`src/rtl/imem_fetch_ctrl.sv`:
```
// Instruction fetch sequencer: drives the instruction-memory address, captures
// {address, instruction} pairs into a prefetch FIFO and hands them to decode.

`ifndef MEM_ADDR_WIDTH
`define MEM_ADDR_WIDTH 8
`endif
`ifndef WORD_WIDTH
`define WORD_WIDTH 32
`endif
`ifndef IMEM_DEPTH
`define IMEM_DEPTH 256
`endif

module imem_fetch_ctrl #(
    parameter int ADDR_WIDTH = `MEM_ADDR_WIDTH,
    parameter int WORD_WIDTH = `WORD_WIDTH,
    parameter int IMEM_DEPTH = `IMEM_DEPTH,
    parameter int FIFO_DEPTH = 4,
    parameter int RESET_ADDR = 0
) (
    input  logic                          clk,
    input  logic                          rst_n,
    input  logic                          fetch_en,
    input  logic                          redirect_valid,
    input  logic [ADDR_WIDTH-1:0]         redirect_addr,
    output logic [ADDR_WIDTH-1:0]         imem_addr,
    input  logic [WORD_WIDTH-1:0]         imem_inst,
    output logic                          out_valid,
    input  logic                          out_ready,
    output logic [WORD_WIDTH-1:0]         out_inst,
    output logic [ADDR_WIDTH-1:0]         out_addr,
    output logic [$clog2(FIFO_DEPTH):0]   fifo_count
);

    localparam int PTR_W = $clog2(FIFO_DEPTH);
    localparam int CNT_W = PTR_W + 1;

    localparam logic [ADDR_WIDTH-1:0] LP_RESET_ADDR = ADDR_WIDTH'(RESET_ADDR);
    localparam logic [ADDR_WIDTH-1:0] LP_LAST_ADDR  = ADDR_WIDTH'(IMEM_DEPTH - 1);
    // One extra bit so a depth equal to 2**ADDR_WIDTH still compares correctly.
    localparam logic [ADDR_WIDTH:0]   LP_DEPTH_EXT  = (ADDR_WIDTH + 1)'(IMEM_DEPTH);
    localparam logic [CNT_W-1:0]      LP_FULL_CNT   = CNT_W'(FIFO_DEPTH);

    logic [ADDR_WIDTH-1:0] r_mem_addr [FIFO_DEPTH];
    logic [WORD_WIDTH-1:0] r_mem_inst [FIFO_DEPTH];

    logic [PTR_W-1:0]      r_head;
    logic [PTR_W-1:0]      r_tail;
    logic [CNT_W-1:0]      r_count;
    logic [ADDR_WIDTH-1:0] r_fetch_ptr;

    logic                  w_pop;
    logic                  w_push;
    logic                  w_full;
    logic                  w_empty;
    logic [ADDR_WIDTH-1:0] w_ptr_next;
    logic [ADDR_WIDTH-1:0] w_redirect_target;

    assign w_full  = (r_count == LP_FULL_CNT);
    assign w_empty = (r_count == '0);
    assign w_pop   = ~w_empty & out_ready;
    // A pop frees the slot this same edge, so a full FIFO still accepts a push.
    assign w_push  = fetch_en & ~redirect_valid & (~w_full | w_pop);

    // NOTE: give every always_comb output a default first so no path leaves it unassigned (latch).
    always_comb begin
        w_ptr_next        = r_fetch_ptr + ADDR_WIDTH'(1);
        w_redirect_target = redirect_addr;
        if (r_fetch_ptr == LP_LAST_ADDR) begin
            w_ptr_next = '0;
        end
        if ({1'b0, redirect_addr} >= LP_DEPTH_EXT) begin
            w_redirect_target = '0;
        end
    end

    // NOTE: the storage array carries no reset; stale contents are never observed
    // because the outputs are masked whenever the FIFO is empty.
    always_ff @(posedge clk) begin
        if (w_push) begin
            r_mem_addr[r_tail] <= r_fetch_ptr;
            r_mem_inst[r_tail] <= imem_inst;
        end
    end

    // NOTE: sequential state uses non-blocking assignments so every register samples pre-edge values.
    always_ff @(posedge clk or negedge rst_n) begin
        if (!rst_n) begin
            r_head      <= '0;
            r_tail      <= '0;
            r_count     <= '0;
            r_fetch_ptr <= LP_RESET_ADDR;
        end else if (redirect_valid) begin
            r_head      <= '0;
            r_tail      <= '0;
            r_count     <= '0;
            r_fetch_ptr <= w_redirect_target;
        end else begin
            if (w_push) begin
                r_tail      <= r_tail + PTR_W'(1);
                r_fetch_ptr <= w_ptr_next;
            end
            if (w_pop) begin
                r_head <= r_head + PTR_W'(1);
            end
            case ({w_push, w_pop})
                2'b10:   r_count <= r_count + CNT_W'(1);
                2'b01:   r_count <= r_count - CNT_W'(1);
                default: r_count <= r_count;
            endcase
        end
    end

    assign imem_addr  = r_fetch_ptr;
    assign out_valid  = ~w_empty;
    assign out_inst   = w_empty ? '0 : r_mem_inst[r_head];
    assign out_addr   = w_empty ? '0 : r_mem_addr[r_head];
    assign fifo_count = r_count;

endmodule

```
`config.mk`:
```
export PLATFORM = sky130hd
export DESIGN_NAME = imem_fetch_ctrl
export DESIGN_NICKNAME = d
export VERILOG_FILES = /design/src/rtl/imem_fetch_ctrl.sv
export SDC_FILE = /design/constraint.sdc
export NUM_CORES = 1
export LEC_CHECK = 0
export ABC_AREA = 1
export CORE_MARGIN = 2
export CORE_UTILIZATION = 59
export DETAILED_ROUTE_END_ITERATION = 8
export PLACE_DENSITY = 0.83
export SYNTH_ARGS = -nofsm -noshare
export SYNTH_HDL_FRONTEND = slang
export SYNTH_SLANG_ARGS = --single-unit
```
`constraint.sdc`:
```
create_clock -name clk -period 4.6 [get_ports clk]
set_input_delay 1.15 -clock clk [delete_from_list [all_inputs] [get_ports clk]]
set_output_delay 1.15 -clock clk [all_outputs]
set_load 0.01 [all_outputs]
```
==> results.txt <==
Via density: 5.76
Synthesized cell area: 7150 µm²
Commonest cells in the netlist: nor2_1, edfxtp_1, o21ai_0, a21oi_1, nand2_1
Multi-input gate area: 1760 µm²
Clock-pin slew on the worst setup and hold paths: 0.06 ns
Hold Fails Final Rpt: 0
Startpoint type of the worst setup path: flip-flop
Slew Limit Fails: 0
Worst hold path endpoint: r_tail[0]$_DFFE_PN0P_
Logic pwr share: 28.6%
Avg Inst Size Synth: 11.7 µm²
CTS Root Cell: clkbuf_16
Largest net degree at the start of global routing: 82
Worst-margin pin slew: 0.855 ns
Post-route setup TNS: 0 ns
Layout cells sized above 1: 7.54%
First-pass GRT wire length: 25.1 mm
Count leader, synth: nor2_1
Initial Utilization: 60.0%
Final net count: 754
Cell total after placement: 831
Synthesis Warnings: 0
Critical path fanouts, max: 41
Reg area: 5180 µm²
Unique masters post-synth: 27
VDD IR max: 278 µV
R2r worst-path depth: 4
Die Width: 114 µm
Internal: 3300 µW
R2r endpoint: r_head[1]$_DFFE_PN0P_
Synth area leader: edfxtp_1
Slew Limit Headroom: 43.0%
CP Capture Type: output pin
Worst Hold Depth: 1
FF-to-FF Start: r_head[1]$_DFFE_PN0P_
WHS: 0.567 ns
Power Total: 4720 µW
Initial antenna violation count: 0
Crit path DAT: 3.18 ns
GRT Overall Usage: 25.3%
Psw: 1420 µW
Seq/Total Area, Yosys: 72.4%
Initial DRC Count: 594
Vias: 4975
Asr flop ratio synth: 8.57%
Filler Cell Count: 755
Clock Skews: 0.00827 ns
CTS Buffer Depth: 2
RSZ-0062 raised after global routing: false
LEAKAGE: 0.00316 µW
Post-CTS Setup Bufs: 0
Routability cong.: 0.912
Dpl hpwl: 9.08 mm
Clock latency on the worst-skew pair: 0.41 ns
Die ar.: 13000 µm²
Post-synth EDFFs: 160
Layout Cells excl Fill: 863
WL/cell: 18.2 µm
Tcrit/Tclk final: 94.2%
Cell count after synthesis: 611
Hold Buf Count CTS: 0
Sequential power share: 40.9%
WS Path Type: flip-flop to output pin
Pwr dens: 534 nW/µm²
Post-Syn Nets: 662
Final min period: 4.33 ns
Finish-stage setup viols: 0
Status: finished, final reports clean
Core area: 11900 µm²
Max Freq: 0.231 GHz
Total clock sinks: 175
R2R Setup Slk: 2.50 ns
Die Span Y: 114 µm
Overflow after GRT: 0
ANT cells: 0
Cts repair resizes: 0
I/O pin count: 97
Critical path required time: 3.45 ns
Yosys reg bits: 175
Area growth, synth to finish: 23.6%
IO buf count: 96
Remaining DRCs: 0
Largest cells by area after synthesis: edfxtp_1, nor2_1, dfrtp_1
Worst Min Path Start: r_tail[0]$_DFFE_PN0P_
Drt pass-1 iters: 5
Max cap viols: 0
Synth top area share: 67.2%
Final core utilization: 74.2%
Switching share of total power: 30.0%
Hold Crit Class: flip-flop to flip-flop
Top FF cell, synth: edfxtp_1
Routed Antenna Nets: 0
CTS tree: built
Vias in the first global route: 5013
Cell row count: 40
H-tree depth: 4
CTS Buf Count: 17
Wirelength, routed: 15.7 mm
Clk pwr share: 30.5%
[through the flow]
stage	worst slack, ns	cell area [µm²]
detailed placement	0.810	8250
floorplan	1.03	7150
global route	0.0916	8840
global placement	0.834	8250
CTS	0.329	8840
finish	0.266	8840
[state kept, by name, indices dropped and copies added, names as in the netlist]
signal	count
r_head	2
imem_addr	8
r_mem_addr	32
fifo_count	3
r_mem_inst	128
r_tail	2
[layer usage]
| metal | wire length, µm | vias up | track usage, % |
|---|---|---|---|
| li1 | - | 2305 | - |
| met5 | 0 | - | 0 |
| met2 | 7830 | 255 | 41.7 |
| met1 | 6550 | 2390 | 33.6 |
| met3 | 1130 | 25 | 6.72 |
| met4 | 225 | 0 | 7.40 |
[cell type report]
class	instances	area share, %
Tap cell	147	2.08
Inverter	23	1.00
Clock buffer	18	4.85
Timing Repair Buffer	105	11.6
Multi-Input combinational cell	381	19.9
Clock inverter	14	1.87
Sequential cell	175	58.6
[worst max-delay path by stage]
stage	start	to	slack (ns)	cells after the start
after CTS	r_head[1]$_DFFE_PN0P_	out_addr[2]	0.33	6
after floorplan	redirect_valid	r_mem_addr[0][0]$_DFFE_PP_	1.03	5
after global placement	r_head[1]$_DFFE_PN0P_	out_inst[6]	0.83	6
after detailed placement	r_head[1]$_DFFE_PN0P_	out_inst[28]	0.81	6
after global routing	r_head[1]$_DFFE_PN0P_	out_inst[10]	0.09	6
final	r_head[1]$_DFFE_PN0P_	out_inst[30]	0.27	6
[critical path, stage by stage (launching register included)]
cell and delay (ns):
dfrtp_2 0.91, inv_1 0.41, buf_4 0.37, nor2_1 0.15, o21ai_1 0.10, a21oi_1 0.20
clkdlybuf4s50_1 0.60
[placed cells by master, fill, tap and decap left out, types with 2 or more instances in the layout]
master	Yosys	layout
nor2_1	175	171
edfxtp_1	160	160
clkdlybuf4s50_1	0	96
o21ai_0	58	58
a21oi_1	44	44
nand2_1	43	43
o21ai_1	24	24
inv_1	18	18
nand3_1	17	17
clkbuf_16	0	17
dfrtp_1	15	13
buf_4	0	9
ha_1	5	5
inv_2	4	4
nor2_4	0	4
nand2_4	3	3
inv_6	0	3
clkinvlp_4	0	3
bufinv_16	0	3
xor2_1	2	2
a31oi_1	2	2
nand4_1	2	2
clkinv_1	0	2
clkinv_2	0	2
dfrtp_2	0	2
[cells by family after synthesis]
family                   count (synthesis)  synth area share (%)
buffers and inverters                   55                  3.32
AND/OR/NAND/NOR                        243                  13.5
flip-flops                             175                  72.4
AO/OA/AOI/OAI                          129                  9.17
XOR/XNOR                                 3                 0.368
adder cells (fa/ha/maj)                  6                  1.15
[power by group through the flow]
stage	Clock [µW]	Sequential, µW	Combinational (µW)
6_report	1440	1930	1350
3_5_place_dp	0	1960	1330
3_3_place_gp	0	1950	1300
4_1_cts	1450	1930	1350
5_1_grt	1510	1940	1470
2_1_floorplan	0	1940	696
(Power assumes the default switching activity.)
